==> config.mk <==
export PLATFORM = sky130hd
export DESIGN_NAME = uart_recv_ram
export DESIGN_NICKNAME = d
export VERILOG_FILES = /design/src/rtl/uart_pkg.sv /design/src/rtl/uart_rx_sync.sv /design/src/rtl/uart_recv_ram.sv
export SDC_FILE = /design/constraint.sdc
export NUM_CORES = 1
export LEC_CHECK = 0
export ABC_AREA = 1
export BUFFER_PORTS_ARGS = -buffer_cell sky130_fd_sc_hd__buf_2
export CORE_MARGIN = 2
export CORE_UTILIZATION = 51
export CTS_CLUSTER_SIZE = 20
export DETAILED_ROUTE_END_ITERATION = 8
export HOLD_SLACK_MARGIN = 0.05
export PLACE_DENSITY = 0.86
export SYNTH_ARGS = -nofsm -noshare
export SYNTH_HDL_FRONTEND = slang
export SYNTH_SLANG_ARGS = --single-unit
==> constraint.sdc <==
create_clock -name sys_clk -period 1.4 [get_ports sys_clk]
set_input_delay 0.28 -clock sys_clk [delete_from_list [all_inputs] [get_ports sys_clk]]
set_output_delay 0.28 -clock sys_clk [all_outputs]
set_load 0.01 [all_outputs]
==> src/rtl/uart_pkg.sv <==
// Shared definitions for the UART receive blocks: FSM encoding and default link timing.
package uart_pkg;

  typedef enum logic [1:0] {
    ST_IDLE  = 2'd0,
    ST_START = 2'd1,
    ST_DATA  = 2'd2,
    ST_STOP  = 2'd3
  } uart_state_e;

  localparam int unsigned DEF_CLK_FREQ = 50000000;
  localparam int unsigned DEF_UART_BPS = 115200;

  // RAM write window: 512 bytes, 9-bit address.
  localparam int unsigned RAM_AW = 9;

endpackage

==> src/rtl/uart_rx_sync.sv <==
// Two-flop synchroniser for the serial line plus a third flop for falling-edge detection.
// All flops preset to 1 so that leaving reset on an idle-high line never looks like a start edge.
module uart_rx_sync (
  input  logic clk,
  input  logic rst_n,
  input  logic rxd_async,
  output logic rxd_sync,
  output logic rxd_fall
);

  logic sync1_q, sync2_q, sync3_q;
  logic sync1_d, sync2_d, sync3_d;

  // Next-state of the synchroniser chain: plain shift.
  always_comb begin
    sync1_d = rxd_async;
    sync2_d = sync1_q;
    sync3_d = sync2_q;
  end

  // Synchroniser and edge-detect flops, preset high.
  always_ff @(posedge clk or negedge rst_n) begin
    if (!rst_n) begin
      sync1_q <= 1'b1;
      sync2_q <= 1'b1;
      sync3_q <= 1'b1;
    end else begin
      sync1_q <= sync1_d;
      sync2_q <= sync2_d;
      sync3_q <= sync3_d;
    end
  end

  assign rxd_sync = sync2_q;
  assign rxd_fall = sync3_q & ~sync2_q;

endmodule

==> src/rtl/uart_recv_ram.sv <==
// 8N1 UART receiver that writes every good byte into an external 512x8 RAM write port.
// Write contract: ram_wr_en is a one-cycle strobe with no back-pressure; ram_addr and ram_din
// are valid in that same cycle and the RAM must accept the write unconditionally.
module uart_recv_ram
  import uart_pkg::*;
#(
  parameter int unsigned CLK_FREQ = DEF_CLK_FREQ,
  parameter int unsigned UART_BPS = DEF_UART_BPS
) (
  input  logic              sys_clk,
  input  logic              sys_rst_n,
  input  logic              uart_rxd,
  input  logic              buf_clr,
  output logic [7:0]        uart_data,
  output logic              uart_done,
  output logic              frame_err,
  output logic              ram_wr_en,
  output logic [RAM_AW-1:0] ram_addr,
  output logic [7:0]        ram_din,
  output logic              buf_full,
  output logic              overflow,
  output uart_state_e       dbg_state
);

  localparam int unsigned BPS_CNT = CLK_FREQ / UART_BPS;
  localparam int unsigned CW      = $clog2(BPS_CNT);
  localparam logic [CW-1:0] BIT_END  = CW'(BPS_CNT - 1);
  localparam logic [CW-1:0] HALF_END = CW'(BPS_CNT / 2 - 1);

  logic rx_sync, rx_fall;

  uart_rx_sync u_sync (
    .clk       (sys_clk),
    .rst_n     (sys_rst_n),
    .rxd_async (uart_rxd),
    .rxd_sync  (rx_sync),
    .rxd_fall  (rx_fall)
  );

  uart_state_e       state_q, state_d;
  logic [CW-1:0]     clk_cnt_q, clk_cnt_d;
  logic [2:0]        bit_cnt_q, bit_cnt_d;
  logic [7:0]        shift_q, shift_d;
  logic [7:0]        uart_data_q, uart_data_d;
  logic              uart_done_q, uart_done_d;
  logic              frame_err_q, frame_err_d;
  logic              ram_wr_en_q, ram_wr_en_d;
  logic [7:0]        ram_din_q, ram_din_d;
  logic [RAM_AW:0]   wr_cnt_q, wr_cnt_d;
  logic              overflow_q, overflow_d;
  logic              full;

  // Pointer bit 9 set means all 512 locations have been written.
  assign full = wr_cnt_q[RAM_AW];

  // Frame FSM, bit timing, shift register and write-pointer next-state.
  always_comb begin
    state_d     = state_q;
    clk_cnt_d   = clk_cnt_q;
    bit_cnt_d   = bit_cnt_q;
    shift_d     = shift_q;
    uart_data_d = uart_data_q;
    uart_done_d = 1'b0;
    frame_err_d = 1'b0;
    ram_wr_en_d = 1'b0;
    ram_din_d   = ram_din_q;
    overflow_d  = overflow_q;
    // Pointer advances the cycle after each write strobe.
    wr_cnt_d    = ram_wr_en_q ? wr_cnt_q + 10'd1 : wr_cnt_q;

    unique case (state_q)
      ST_IDLE: begin
        clk_cnt_d = '0;
        bit_cnt_d = '0;
        if (rx_fall) state_d = ST_START;
      end
      ST_START: begin
        if (clk_cnt_q == HALF_END) begin
          clk_cnt_d = '0;
          // A line already back high at mid-start was a glitch.
          state_d   = rx_sync ? ST_IDLE : ST_DATA;
        end else begin
          clk_cnt_d = clk_cnt_q + CW'(1);
        end
      end
      ST_DATA: begin
        if (clk_cnt_q == BIT_END) begin
          clk_cnt_d = '0;
          shift_d   = {rx_sync, shift_q[7:1]};
          if (bit_cnt_q == 3'd7) begin
            bit_cnt_d = '0;
            state_d   = ST_STOP;
          end else begin
            bit_cnt_d = bit_cnt_q + 3'd1;
          end
        end else begin
          clk_cnt_d = clk_cnt_q + CW'(1);
        end
      end
      ST_STOP: begin
        if (clk_cnt_q == BIT_END) begin
          clk_cnt_d = '0;
          // Leave at mid-stop so a back-to-back start edge half a bit later is caught.
          state_d   = ST_IDLE;
          if (rx_sync) begin
            uart_done_d = 1'b1;
            uart_data_d = shift_q;
            if (!buf_clr) begin
              if (full) begin
                overflow_d = 1'b1;
              end else begin
                ram_wr_en_d = 1'b1;
                ram_din_d   = shift_q;
              end
            end
          end else begin
            frame_err_d = 1'b1;
          end
        end else begin
          clk_cnt_d = clk_cnt_q + CW'(1);
        end
      end
      default: state_d = ST_IDLE;
    endcase

    // Host rewind beats any write or overflow decided this cycle.
    if (buf_clr) begin
      wr_cnt_d   = '0;
      overflow_d = 1'b0;
    end
  end

  // All receiver state and registered outputs.
  always_ff @(posedge sys_clk or negedge sys_rst_n) begin
    if (!sys_rst_n) begin
      state_q     <= ST_IDLE;
      clk_cnt_q   <= '0;
      bit_cnt_q   <= '0;
      shift_q     <= '0;
      uart_data_q <= '0;
      uart_done_q <= 1'b0;
      frame_err_q <= 1'b0;
      ram_wr_en_q <= 1'b0;
      ram_din_q   <= '0;
      wr_cnt_q    <= '0;
      overflow_q  <= 1'b0;
    end else begin
      state_q     <= state_d;
      clk_cnt_q   <= clk_cnt_d;
      bit_cnt_q   <= bit_cnt_d;
      shift_q     <= shift_d;
      uart_data_q <= uart_data_d;
      uart_done_q <= uart_done_d;
      frame_err_q <= frame_err_d;
      ram_wr_en_q <= ram_wr_en_d;
      ram_din_q   <= ram_din_d;
      wr_cnt_q    <= wr_cnt_d;
      overflow_q  <= overflow_d;
    end
  end

  assign uart_data = uart_data_q;
  assign uart_done = uart_done_q;
  assign frame_err = frame_err_q;
  assign ram_wr_en = ram_wr_en_q;
  assign ram_din   = ram_din_q;
  // Once full the address parks on the last location.
  assign ram_addr  = full ? {RAM_AW{1'b1}} : wr_cnt_q[RAM_AW-1:0];
  assign buf_full  = full;
  assign overflow  = overflow_q;
  assign dbg_state = state_q;

endmodule
---- After elaboration in Yosys (flattened, before gate mapping) ----
Index checks and enable logic that the tools add are counted.
storage, ports and cells
  register bits ........................... 55
  bits in latches ......................... 0
  memory bits (writable) .................. 0
  bits in read-only memories .............. 0
  bits of input ports ..................... 4
  output and inout port bits .............. 32
  word-level logic and storage cells ...... 78
  memories ................................ 0
cells by class
  $add $sub $neg .......................... 3
  $mul .................................... 0
  div/mod/pow operators ................... 0
  $lt $le $gt $ge ......................... 0
  eq/ne operators ......................... 11
  shifts and indexed selects .............. 0
  muxes and demuxes ....................... 32
  bitwise gates (word level) .............. 4
  reductions and logical operators ........ 14
operators by type and width
  cell                     count
  $mux W9                  3
  $pmux W9 S3              1
  $mux W10                 2
  $mux W1                  16
  $mux W2                  6
  $reduce_bool A2 Y1       6
  $add A10 B1 Y10 const B  1
  $ne A2 B2 Y1 const B     5
  $reduce_and A5 Y1        2
  $add A9 B1 Y9 const B    1
  $eq A9 B8 Y1 const B     1
  $eq A9 B9 Y1 const B     1
  $pmux W2 S4              1
  $mux W3                  2
  $pmux W3 S2              1
  $eq A2 B2 Y1 const B     2
  $reduce_and A2 Y1        2
  $reduce_and A4 Y1        1
  $add A3 B1 Y3 const B    1
  $eq A3 B3 Y1 const B     1
  $not A1 Y1               3
  $reduce_and A3 Y1        1
  $eq A2 B1 Y1 const B     1
  $logic_not A2 Y1         1
  other kinds (2)          2

---- Depth between registers and ports, before layout ----
Gate-level depths: netlist of the first run.
  depth in word-level cells ............... 5
  mapped depth ............................ 10
  mapped depth without buffers ............ 10

---- Modules after synthesis ----
A second synthesis of the first run with hierarchy kept.
second synthesis, totals
  cell total of the unflattened synthesis .. 290
  area, all modules ....................... 2556.2 um^2
modules (own cells, without submodules)
  module         times used  cells each  area an instance (um^2)  seq. area each (um^2)
  uart_recv_ram  1           285         2467.4                   1301.2
  uart_rx_sync   1           5           88.8                     78.8

---- Worst setup path after synthesis of the first run ----
Ideal clock, no wire load.
  path type ............................... register to register
  start point ............................. reg clk_cnt_q[1]
  end point ............................... reg ram_din_q[5], in the netlist ram_din[5]
  library setup time ...................... 0.117 ns
  arrival ................................. 1.305 ns
  required time ........................... 1.283 ns
  setup slack ............................. -0.022 ns
  cell stages (with the launch flop) ...... 11
  path buffers ............................ 1
  clock period less this slack ............ 1.422 ns
  cell sequence ........................... dfrtp_1 > inv_1 > ha_1 > nand2_1 > nor2_4 > nand2_4 > nor2_8 > nand3_4 > buf_6 > nand2_2 > o21ai_2
between the ends
  longest elaborated chain between the ends .. 2
ends and longest elaborated chain
  what                                RTL line              RTL
  start: declaration                  uart_recv_ram.sv:41   logic [CW-1:0] clk_cnt_q, clk_cnt_d;
  start signal: assignment            uart_recv_ram.sv:149  clk_cnt_q <= clk_cnt_d;
  $eq A9 B9 Y1                        uart_recv_ram.sv:101  if (clk_cnt_q == BIT_END) begin
  $reduce_and A5 Y1 (no source line)  n/a
  end signal: assignment              uart_recv_ram.sv:156  ram_din_q <= ram_din_d;
  end: declaration                    uart_recv_ram.sv:48   logic [7:0] ram_din_q, ram_din_d;
Every way passes these cells.
A chain may end at the register's enable or synchronous reset.

---- Worst setup path after layout of the first run ----
  start point ............................. reg clk_cnt_q[3]
  end point ............................... reg state_q[0], in the netlist dbg_state[0]
between the ends
  longest elaborated chain between the ends .. 3
  elaborated cells on any way between the ends .. 6
  those cells by class .................... eq/ne: 5; reduce/logical: 1
ends and longest elaborated chain
  what                                          RTL line                                                        RTL
  $eq A9 B9 Y1 or $eq A9 B8 Y1 (tied branches)  uart_recv_ram.sv:87, uart_recv_ram.sv:101, uart_recv_ram.sv:78
  $ne A2 B2 Y1 (no source line)                 n/a
  $reduce_and A5 Y1 (no source line) *          n/a
  end signal: assignment                        uart_recv_ram.sv:148                                            state_q <= state_d;
  end: declaration                              uart_recv_ram.sv:40                                             uart_state_e state_q, state_d;
Mark *: on every way between the ends. The rest lies on a longest branch, timed or not.

==> results of run 1 <==
-- worst max-delay path, cell delays in order (launching register included) --
cell and delay [ns]:
dfrtp_1 0.38, inv_1 0.09, nand2_1 0.08, nor2_2 0.25, nand2_4 0.12, buf_4 0.15, nand2_2 0.08, nand2_4 0.11
o21ai_2 0.16, nand2_1 0.08
-- cell families (layout without fill, tap and decap cells) --
logic type	Yosys count	after routing
and+or+nand+nor	128	130
DFF	55	55
AOI/OAI and AO/OA	47	47
buffers and inverters	40	108
adders and majority gates	6	6
xor gates and xnor gates	4	4
-- metrics by stage --
| stage | total power (µW) | utilization [%] | hold slack, ns |
|---|---|---|---|
| after floorplan | 2170 | - | -0.0156 |
| after global placement | 2430 | 61.2 | 0.294 |
| after detailed placement | 2460 | 61.2 | 0.294 |
| after CTS | 3430 | 66.4 | 0.222 |
| after global routing | 3830 | 69.8 | 0.261 |
| final | 3640 | 69.8 | 0.248 |
-- layout make-up --
type	instances	area [µm²]
repair buffers	64	477
flip-flops and latches	55	1380
clock buffers	6	72.6
inverters	36	148
clock inverters	2	16.3
fillers	353	1440
multi-input cells	187	1140
well taps	67	83.8
-- routing by layer --
| layer | vias up | routed length (µm) | GRT usage [%] |
|---|---|---|---|
| met1 | 1019 | 2420 | 26.2 |
| met3 | 20 | 292 | 5.96 |
| li1 | 1026 | - | - |
| met2 | 68 | 3070 | 35.0 |
| met5 | - | 0 | 0 |
| met4 | 0 | 180 | 8.53 |
-- worst min path at each step --
| stage | endpoint | cells after the start |
|---|---|---|
| final | wr_cnt_q[0] | 2 |
| after global routing | wr_cnt_q[0] | 2 |
| after CTS | wr_cnt_q[0] | 2 |
| after detailed placement | uart_data[6] | 2 |
| after global placement | uart_data[6] | 2 |
| after floorplan | asynchronous set/reset pin | 0 |
-- cell usage after synthesis, types with 3 or more instances --
master / instances
ha_1: 6
inv_1: 35
xnor2_1: 3
dfstp_2: 3
or2_2: 4
o21ai_0: 27
nand3_1: 9
nand2_1: 68
nor2_1: 28
nand2_2: 4
nor3_1: 3
o21ai_2: 7
o21ai_1: 3
a21oi_1: 6
dfrtp_1: 52
-- state kept, by name, summed over array words and instances (netlist names), named ones only --
signal           cells
uart_data            8
bit_cnt_q            3
wr_cnt_q            10
frame_err            1
u_sync.sync1_q       1
u_sync.sync3_q       1
dbg_state            1
clk_cnt_q            9
ram_wr_en            1
u_sync.rxd_sync      1
overflow             1
uart_done            1
shift_q              8
ram_din              8
-- timing repair --
action                                  4_1_cts  5_1_grt
hold buffers                                  2        0
buffers inserted                              3        7
endpoints found under the setup margin       35       54
gates resized for setup                      30       33
pin swaps                                     5       17
hold endpoints to repair                     53        0
gates cloned                                  2        0
-- report_power, final --
| group | total [µW] | internal [µW] | switching, µW |
|---|---|---|---|
| combinational | 1020 | 382 | 633 |
| clock | 883 | 360 | 523 |
| sequential | 1740 | 1660 | 75.6 |
| total | 3640 | 2410 | 1230 |
==> Flow_metrics.wiki, run 1 <==
{| class="wikitable"
! Metric !! Value
|-
| Number of vias per cell || 5.12
|-
| Critical path destination || dbg_state[0]
|-
| Proportion of synthesized area in mux cells || 0%
|-
| Data required time at the worst endpoint || 1.61 ns
|-
| Final wirelength || 5970 µm
|-
| Syn Std Cell Area || 0.00253 mm²
|-
| Placed cell areas || 0.00291 mm²
|-
| Synthesized net count || 290
|-
| Antenna Cells || 0
|-
| Routed wirelength normalized by instance count || 14.3 µm
|-
| Clk sinks || 55
|-
| Largest net degree at the start of global routing || 56
|-
| Initial antenna violation count || 0
|-
| Fraction of post-synthesis cell area in the top cell type by area || 51.4%
|-
| Main combinational cell family by area after synthesis || simple AND/OR/NAND/NOR gates
|-
| Die area || 0.00554 mm²
|-
| Most common library cell in the layout ignoring fill and taps || nand2_1
|-
| Number of unique standard cell types used by synthesis || 32
|-
| Core outline area || 0.00475 mm²
|-
| Routability Congestion || 0.796
|-
| Most frequent cells in the layout || 58 x nand2_1, 51 x dfrtp_1, 32 x inv_1
|-
| CTS clk-pin slew, worst paths || 0.10 ns
|-
| Cell Pwr Density || 1100 mW/mm²
|-
| Total clock buffers created by CTS || 5
|-
| Sum of negative setup slack || -5.02 ns
|-
| Final cell area excluding filler cells || 0.00332 mm²
|-
| FF-to-FF path depth || 9
|-
| Commonest register cell after synthesis || dfrtp_1
|-
| Port Buf Inserts || 35
|-
| Final critical path time including I/O delays and setup || 1.61 ns
|-
| Worst ir drop on vdd || 610 µV
|-
| Via count of the first global-routing pass || 1990
|-
| Maximum fanout along the worst path || 5
|-
| Count of flip-flops with a built-in enable after synthesis || 0
|-
| Layout cells sized above 1 || 35.7%
|-
| Source of the worst hold timing path || buf_clr
|-
| Boundary Pins || 36
|-
| Die Wd || 74.5 µm
|-
| Die outline height || 74.5 µm
|-
| Final instance count without filler cells || 417
|-
| Final clock period utilization by the worst path || 115%
|-
| Level count of the clock H-tree || 2
|-
| Setup repair after global routing missed its margin || yes
|-
| Gate count after technology mapping || 280
|-
| Post-synthesis share of cell area spent on full adders, half adders and majority gates || 2.97%
|-
| Setup ws final || -0.214 ns
|-
| Worst-case register-to-register setup slack || -0.21 ns
|-
| Worst flop-to-flop path startpoint || clk_cnt_q[3]
|-
| TritonCTS clock tree || done
|-
| Kind of start point of the critical path || register
|-
| DP HPWL || 3450 µm
|-
| Buffer depth of the longest clock path || 2
|-
| DRC errors left || 0
|-
| Type of the tightest min-delay check || input pin to register
|-
| Flop and latch count out of synthesis || 55
|-
| Via count || 2133
|-
| Sequential-to-total area share from yosys stat || 54.5%
|-
| CTS root buf || clkbuf_8
|-
| Critical R2R Capture || dbg_state[0]
|-
| Crit. End Element || register
|-
| Max-capacitance violation count || 0
|-
| Proportion of synthesized flip-flops having asynchronous set or reset || 100%
|-
| Global Route Usage Sum || 21.1%
|-
| Area overhead of the layout relative to synthesis || 31.1%
|-
| Wire length of the first global-routing pass || 8880 µm
|-
| Clock network latency to the later pin of the worst-skew pair || 0.31 ns
|-
| Leakage power total || 0.00171 µW
|-
| Average footprint of a synthesized cell || 9.04 µm²
|-
| Failing checks || setup timing
|-
| Status || finished with violations
|-
| Setup slack after placement || -0.106 ns
|-
| Final antenna-violating net count || 0
|-
| Initial detailed-routing violation count || 139
|-
| Slew at the pin closest to its max-slew limit || 0.378 ns
|-
| Total overflow reported by the global router || 0
|-
| Number of synthesis warnings || 0
|-
| Most area-hungry cell type in the Yosys netlist || dfrtp_1
|-
| Number of hold-slack violations in the final timing report || 0
|-
| Simple-gate area share of the yosys netlist || 23.8%
|-
| Cells taking the most area after synthesis || dfrtp_1 51%, nand2_1 10%, o21ai_0 5.3%
|-
| Post-synthesis xor/xnor area fraction || 1.38%
|-
| WP data arrival || 1.82 ns
|-
| Cell Rows || 25
|-
| Worst max-slew margin expressed relative to the limit || 74.8%
|-
| Number of nets in the finished design || 359
|-
| Length of the first detailed-routing pass in iterations || 4
|-
| Number of failing setup endpoints in the final timing report || 45
|-
| Compound-cell area share of the yosys netlist || 10.6%
|-
| Number of instances in the placed design || 395
|-
| Kind of critical path || register to register
|-
| Total count of max-transition violations in the final report || 0
|-
| Maximum clock skew at final layout || 0.00500 ns
|-
| Crit path from || clk_cnt_q[3]
|-
| Top achievable clock speed || 0.620 GHz
|-
| Initial standard-cell utilization of the core || 53.2%
|}
Power figures use the tool's default switching activity.
==> run 2, diff against run 1 <==
--- a/config.mk
+++ b/config.mk
@@ -6,5 +6,4 @@
 export NUM_CORES = 1
 export LEC_CHECK = 0
-export ABC_AREA = 1
 export BUFFER_PORTS_ARGS = -buffer_cell sky130_fd_sc_hd__buf_2
 export CORE_MARGIN = 2
@@ -13,5 +12,5 @@
 export DETAILED_ROUTE_END_ITERATION = 8
 export HOLD_SLACK_MARGIN = 0.05
-export PLACE_DENSITY = 0.86
+export PLACE_DENSITY_LB_ADDON = 0.12
 export SYNTH_ARGS = -nofsm -noshare
 export SYNTH_HDL_FRONTEND = slang
==> constraint.sdc (replaced) <==
create_clock -name sys_clk -period 1.4 [get_ports sys_clk]
set_input_delay 0.07 -clock sys_clk [delete_from_list [all_inputs] [get_ports sys_clk]]
set_output_delay 0.07 -clock sys_clk [all_outputs]
set_load 0.01 [all_outputs]
==> Flow_metrics.wiki, run 2 <==
{| class="wikitable"
! Metric !! Value
|-
| Largest regs || wr_cnt_q: 10 flops, clk_cnt_q: 9 flops
|-
| Top cell types by occurrence after synthesis || 52 x dfrtp_1, 24 x mux2_2, 11 x nand2_1, 11 x or2_2, 7 x a21oi_1
|-
| Slowest stage cell on the critical path || or4b_4
|-
| Number of failing setup endpoints in the final timing report || 42
|-
| Cell Pwr Density || 974 mW/mm²
|-
| TritonCTS clock tree || done
|-
| Final instance count without filler cells || 350
|-
| Failing checks || setup timing
|-
| Clk sinks || 55
|-
| Most frequent cells in the layout || 52 x dfrtp_1, 32 x buf_2, 31 x buf_4
|-
| Die outline height || 73.8 µm
|-
| Top achievable clock speed || 0.538 GHz
|-
| Fraction of post-synthesis cell area in the top cell type by area || 52.4%
|-
| Compound-cell area share of the yosys netlist || 8.87%
|-
| Post-synthesis xor/xnor area fraction || 2.47%
|-
| Sequential-to-total area share from yosys stat || 55.6%
|-
| Initial standard-cell utilization of the core || 52.6%
|-
| Final wirelength || 5310 µm
|-
| Number of vias per cell || 5.37
|-
| Maximum fanout along the worst path || 8
|-
| Most common library cell in the layout ignoring fill and taps || dfrtp_1
|-
| Register name with the most flops || wr_cnt_q
|-
| Source of the worst hold timing path || buf_clr
|-
| Proportion of synthesized area in mux cells || 11.7%
|-
| Routability Congestion || 0.758
|-
| Proportion of synthesized flip-flops having asynchronous set or reset || 100%
|-
| Number of unique standard cell types used by synthesis || 42
|-
| Final clock period utilization by the worst path || 133%
|-
| Setup repair after global routing missed its margin || yes
|-
| DRC errors left || 0
|-
| Count of flip-flops with a built-in enable after synthesis || 0
|-
| Leakage power total || 0.00168 µW
|-
| Layout cells sized above 1 || 49.8%
|-
| Number of nets in the finished design || 292
|-
| Data required time at the worst endpoint || 1.60 ns
|-
| Setup slack after placement || -0.492 ns
|-
| Number of flip-flops in the largest register || 10
|-
| Cells traversed along the worst timing path || or4b_4 -> nor4_4 -> buf_12 -> mux2_4
|-
| Number of hold-slack violations in the final timing report || 0
|-
| Final critical path time including I/O delays and setup || 1.86 ns
|-
| Number of synthesis warnings || 0
|-
| Die Wd || 73.8 µm
|-
| Total overflow reported by the global router || 0
|-
| Most common cell in the netlist || dfrtp_1
|-
| Boundary Pins || 36
|-
| Status || finished with violations
|-
| Clock network latency to the later pin of the worst-skew pair || 0.31 ns
|-
| Routed wirelength normalized by instance count || 15.2 µm
|-
| DP HPWL || 3590 µm
|-
| Initial antenna violation count || 0
|-
| Worst max-slew margin expressed relative to the limit || 73.3%
|-
| Main combinational cell family by area after synthesis || simple AND/OR/NAND/NOR gates
|-
| Commonest register cell after synthesis || dfrtp_1
|-
| Cells taking the most area after synthesis || dfrtp_1 52%, mux2_2 11%, dfstp_2 3.2%
|-
| Worst ir drop on vdd || 763 µV
|-
| Utilization after layout || 72.7%
|-
| Final antenna-violating net count || 0
|-
| Number of filler cells placed in the layout || 328
|-
| Port Buf Inserts || 35
|-
| Total count of max-transition violations in the final report || 0
|-
| Cell Rows || 25
|-
| Max-capacitance violation count || 0
|-
| Average footprint of a synthesized cell || 12.3 µm²
|-
| Slew at the pin closest to its max-slew limit || 0.401 ns
|-
| Length of the first detailed-routing pass in iterations || 4
|-
| Core outline area || 0.00472 mm²
|-
| Buffer depth of the longest clock path || 2
|-
| Synthesized net count || 212
|-
| Number of instances in the placed design || 333
|-
| Via count of the first global-routing pass || 1768
|-
| Antenna Cells || 0
|-
| CTS clk-pin slew, worst paths || 0.10 ns
|-
| Flop and latch count out of synthesis || 55
|-
| CTS root buf || clkbuf_8
|-
| Total clock buffers created by CTS || 5
|-
| Hold slack final || 0.125 ns
|-
| Most area-hungry cell type in the Yosys netlist || dfrtp_1
|-
| Worst flop-to-flop path startpoint || clk_cnt_q[6]
|-
| Die area || 0.00544 mm²
|-
| Global Route Usage Sum || 21.4%
|-
| Setup ws final || -0.460 ns
|-
| Worst-case register-to-register setup slack || -0.46 ns
|-
| Wire length of the first global-routing pass || 8760 µm
|-
| Via count || 1879
|-
| Kind of critical path || register to register
|-
| Area overhead of the layout relative to synthesis || 38.3%
|-
| Syn Std Cell Area || 0.00248 mm²
|-
| WP data arrival || 2.06 ns
|-
| Gate count after technology mapping || 202
|-
| Largest net degree at the start of global routing || 33
|-
| Sum of negative setup slack || -15.84 ns
|-
| Crit. End Element || register
|-
| Crit path from || clk_cnt_q[6]
|-
| Level count of the clock H-tree || 2
|-
| Type of the tightest min-delay check || input pin to register
|-
| Initial detailed-routing violation count || 103
|-
| Delay of the slowest cell on the worst path || 0.60 ns
|-
| Post-synthesis share of cell area spent on full adders, half adders and majority gates || 3.02%
|-
| Simple-gate area share of the yosys netlist || 16.1%
|-
| Maximum clock skew at final layout || 0.00515 ns
|-
| Kind of start point of the critical path || register
|}
-- run 2: cell types whose count changed in the layout (fill, tap and decap cells not counted), sizes merged, moves of 6 or more --
cell / before / now
or2: 4 / 11
mux2: 0 / 24
o21ai: 37 / 7
inv: 37 / 7
nand2: 73 / 11
nor2: 33 / 6
nand3: 12 / 5
or3: 0 / 6
buf: 62 / 77
-- run 2: layer usage --
metal	up-vias	GRT usage (%)	share of wire [%]
li1	900	-	-
met1	936	30.8	48
met2	38	32.7	49
met3	5	4.39	2.8
met4	0	6.46	0.89
met5	-	0	0
-- run 2: stage by stage --
step / power, µW / instance area [µm²]
2_1_floorplan: 1980 / 2580
3_3_place_gp: 2240 / 3080
3_5_place_dp: 2250 / 3080
4_1_cts: 3380 / 3330
5_1_grt: 3510 / 3430
6_report: 3340 / 3430
-- run 2: kinds of logic (layout without fill, tap and decap cells) --
family | count (synthesis) | in the layout
AO/OA/AOI/OAI | 33 | 34
flip-flops | 55 | 55
XOR/XNOR | 7 | 7
multiplexers | 26 | 26
buffers and inverters | 13 | 93
AND/OR/NAND/NOR | 62 | 62
adder cells (fa/ha/maj) | 6 | 6
-- run 2: worst max-delay path, delay by kind of cell (launching register included) --
kind	cells	cell delay (ns)
and+or+nand+nor	2	0.88
DFF	1	0.39
muxes	1	0.30
buffers and inverters	1	0.18
-- run 2: area by class of cell --
type	instances	area [µm²]	area share [%]
Clock inverter	3	46.3	1.35
Timing Repair Buffer	79	579	16.9
Multi-Input combinational cell	135	1250	36.5
Tap cell	67	83.8	2.44
Sequential cell	55	1380	40.2
Clock buffer	5	68.8	2.00
Inverter	6	22.5	0.656
-- run 2: worst paths after layout --
| kind | to | cells after the start |
|---|---|---|
| max | ram_din[6] | 4 |
| max in group asynchronous | shift_q[7] | 3 |
| min in group asynchronous | wr_cnt_q[2] | 3 |
| min reg2reg | u_sync.rxd_sync | 0 |
| min | ram_wr_en | 3 |
| max reg2reg | ram_din[6] | 4 |
-- run 2: what timing repair did --
action | in CTS | in global routing
pin swaps | 3 | 5
setup buffers | 1 | 5
hold endpoints to repair | 56 | 0
gates resized for setup | 23 | 17
setup endpoints to repair | 41 | 53
cloned | 2 | 0
hold buffers | 2 | 0
-- run 2: where the power goes --
part	switching (µW)	internal, µW	total [µW]
Combinational	289	266	555
Clock	538	539	1080
Sequential	47.3	1660	1710
==> run 3, diff against run 2 <==
Settings changed: CELL_PAD_IN_SITES_DETAIL_PLACEMENT set to 1, CELL_PAD_IN_SITES_GLOBAL_PLACEMENT set to 2, CORE_UTILIZATION 51 to 34.
==> Flow_metrics.wiki, run 3 (synthesis gave the netlist of run 2 again) <==
{| class="wikitable"
! Metric !! Value
|-
| Most common library cell in the layout ignoring fill and taps || dfrtp_1
|-
| Initial antenna violation count || 0
|-
| Data required time at the worst endpoint || 1.61 ns
|-
| Kind of critical path || register to register
|-
| Core outline area || 0.00718 mm²
|-
| Cell Rows || 31
|-
| Initial detailed-routing violation count || 36
|-
| Clk sinks || 55
|-
| Global routing met2 resource utilization || 25.1%
|-
| DP HPWL || 3880 µm
|-
| Maximum fanout along the worst path || 5
|-
| Setup repair after global routing missed its margin || yes
|-
| Leakage power total || 0.00168 µW
|-
| Worst ir drop on vdd || 681 µV
|-
| Routability Congestion || 0.708
|-
| Number of nets in the finished design || 295
|-
| Boundary Pins || 36
|-
| Number of filler cells placed in the layout || 769
|-
| Initial standard-cell utilization of the core || 34.6%
|-
| Max-capacitance violation count || 0
|-
| Via count || 1905
|-
| Layer carrying the most global-route usage || met2
|-
| Total count of max-transition violations in the final report || 0
|-
| Final clock period utilization by the worst path || 134%
|-
| Routed wirelength normalized by instance count || 15.4 µm
|-
| TritonCTS clock tree || done
|-
| CTS clk-pin slew, worst paths || 0.11 ns
|-
| Number of flip-flops in the largest register || 10
|-
| Worst max-slew margin expressed relative to the limit || 73.3%
|-
| Wire length of the first global-routing pass || 9350 µm
|-
| WP data arrival || 2.09 ns
|-
| Slew at the pin closest to its max-slew limit || 0.399 ns
|-
| Largest regs || wr_cnt_q: 10 flops, clk_cnt_q: 9 flops
|-
| Setup slack after placement || -0.477 ns
|-
| Global Route Usage Sum || 15.2%
|-
| Final antenna-violating net count || 0
|-
| Length of the first detailed-routing pass in iterations || 4
|-
| Die outline height || 89.5 µm
|-
| Cell Pwr Density || 924 mW/mm²
|-
| Kind of start point of the critical path || register
|-
| Total clock buffers created by CTS || 5
|-
| Top achievable clock speed || 0.533 GHz
|-
| Number of failing setup endpoints in the final timing report || 42
|-
| Utilization after layout || 49.2%
|-
| Most frequent cells in the layout || 49 x dfrtp_1, 34 x buf_4, 31 x buf_2
|-
| Final wirelength || 5920 µm
|-
| Status || finished with violations
|-
| Final critical path time including I/O delays and setup || 1.88 ns
|-
| Level count of the clock H-tree || 2
|-
| DRC errors left || 0
|-
| Number of hold-slack violations in the final timing report || 0
|-
| Die area || 0.00800 mm²
|-
| Buffer depth of the longest clock path || 2
|-
| Via count of the first global-routing pass || 1926
|-
| Type of the tightest min-delay check || input pin to register
|-
| Met1 global-route usage || 20.0%
|-
| Largest net degree at the start of global routing || 56
|-
| Number of vias per cell || 4.95
|-
| Antenna Cells || 0
|-
| Failing checks || setup timing
|-
| Die Wd || 89.5 µm
|-
| Hold slack final || 0.117 ns
|-
| Crit. End Element || register
|-
| Layout cells sized above 1 || 53.1%
|-
| Maximum clock skew at final layout || 0.00551 ns
|-
| Clock network latency to the later pin of the worst-skew pair || 0.32 ns
|-
| GR met3 Demand/Resource || 3.23%
|-
| Register name with the most flops || wr_cnt_q
|-
| Port Buf Inserts || 35
|-
| Area overhead of the layout relative to synthesis || 42.3%
|-
| CTS root buf || clkbuf_8
|-
| Setup ws final || -0.476 ns
|-
| Total overflow reported by the global router || 0
|}
==> run 3: per-stage QoR <==
step                area [µm²]  total power, µW  TNS [ns]  instances
floorplan                 2580             1980    -19.61        202
global placement          3160             2250    -16.44        367
detailed placement        3160             2250    -16.83        367
CTS                       3360             3290    -16.55        379
global route              3530             3450    -17.85        385
finish                    3530             3270    -15.75        385
==> run 3: what timing repair did <==
action / in CTS / in global routing
hold endpoints to repair: 56 / 0
hold buffers: 2 / 0
gates cloned: 2 / 1
setup buffers: 1 / 5
endpoints found under the setup margin: 44 / 52
resized for setup: 17 / 28
pin swaps: 2 / 5
==> run 3: where the power goes <==
part           switching (µW)  internal, µW
logic                     288           295
registers                59.5          1670
clock network             585           372
total                     933          2330
==> run 3: worst paths after layout <==
| kind | startpoint | to | slack, ns | cells after the start |
|---|---|---|---|---|
| max | clk_cnt_q[6] | shift_q[4] | -0.48 | 4 |
| max in group asynchronous | sys_rst_n | u_sync.sync3_q | 0.81 | 3 |
| max reg2reg | clk_cnt_q[6] | shift_q[4] | -0.48 | 4 |
| min in group asynchronous | sys_rst_n | wr_cnt_q[0] | 0.29 | 3 |
| min reg2reg | u_sync.sync1_q | u_sync.rxd_sync | 0.37 | 0 |
| min | buf_clr | ram_wr_en | 0.12 | 3 |
==> run 3: per-layer routing <==
metal	routed length, µm	vias up
met2	2970	24
met3	118	5
li1	-	905
met4	69	0
met1	2760	971
met5	0	-
==> run 3: critical path: stages, from the launching register on <==
cell and delay (ns):
dfrtp_1 0.39, or4b_4 0.60, nor4b_4 0.25, buf_4 0.19, mux2_2 0.33
==> run 3: cell type report <==
type | count | area (µm²) | share of cell area, %
Clock buffer | 5 | 68.8 | 1.95
Clock inverter | 3 | 27.5 | 0.779
Multi-Input combinational cell | 136 | 1290 | 36.6
Inverter | 6 | 22.5 | 0.637
Tap cell | 99 | 124 | 3.51
Timing Repair Buffer | 81 | 614 | 17.4
Sequential cell | 55 | 1380 | 39.2
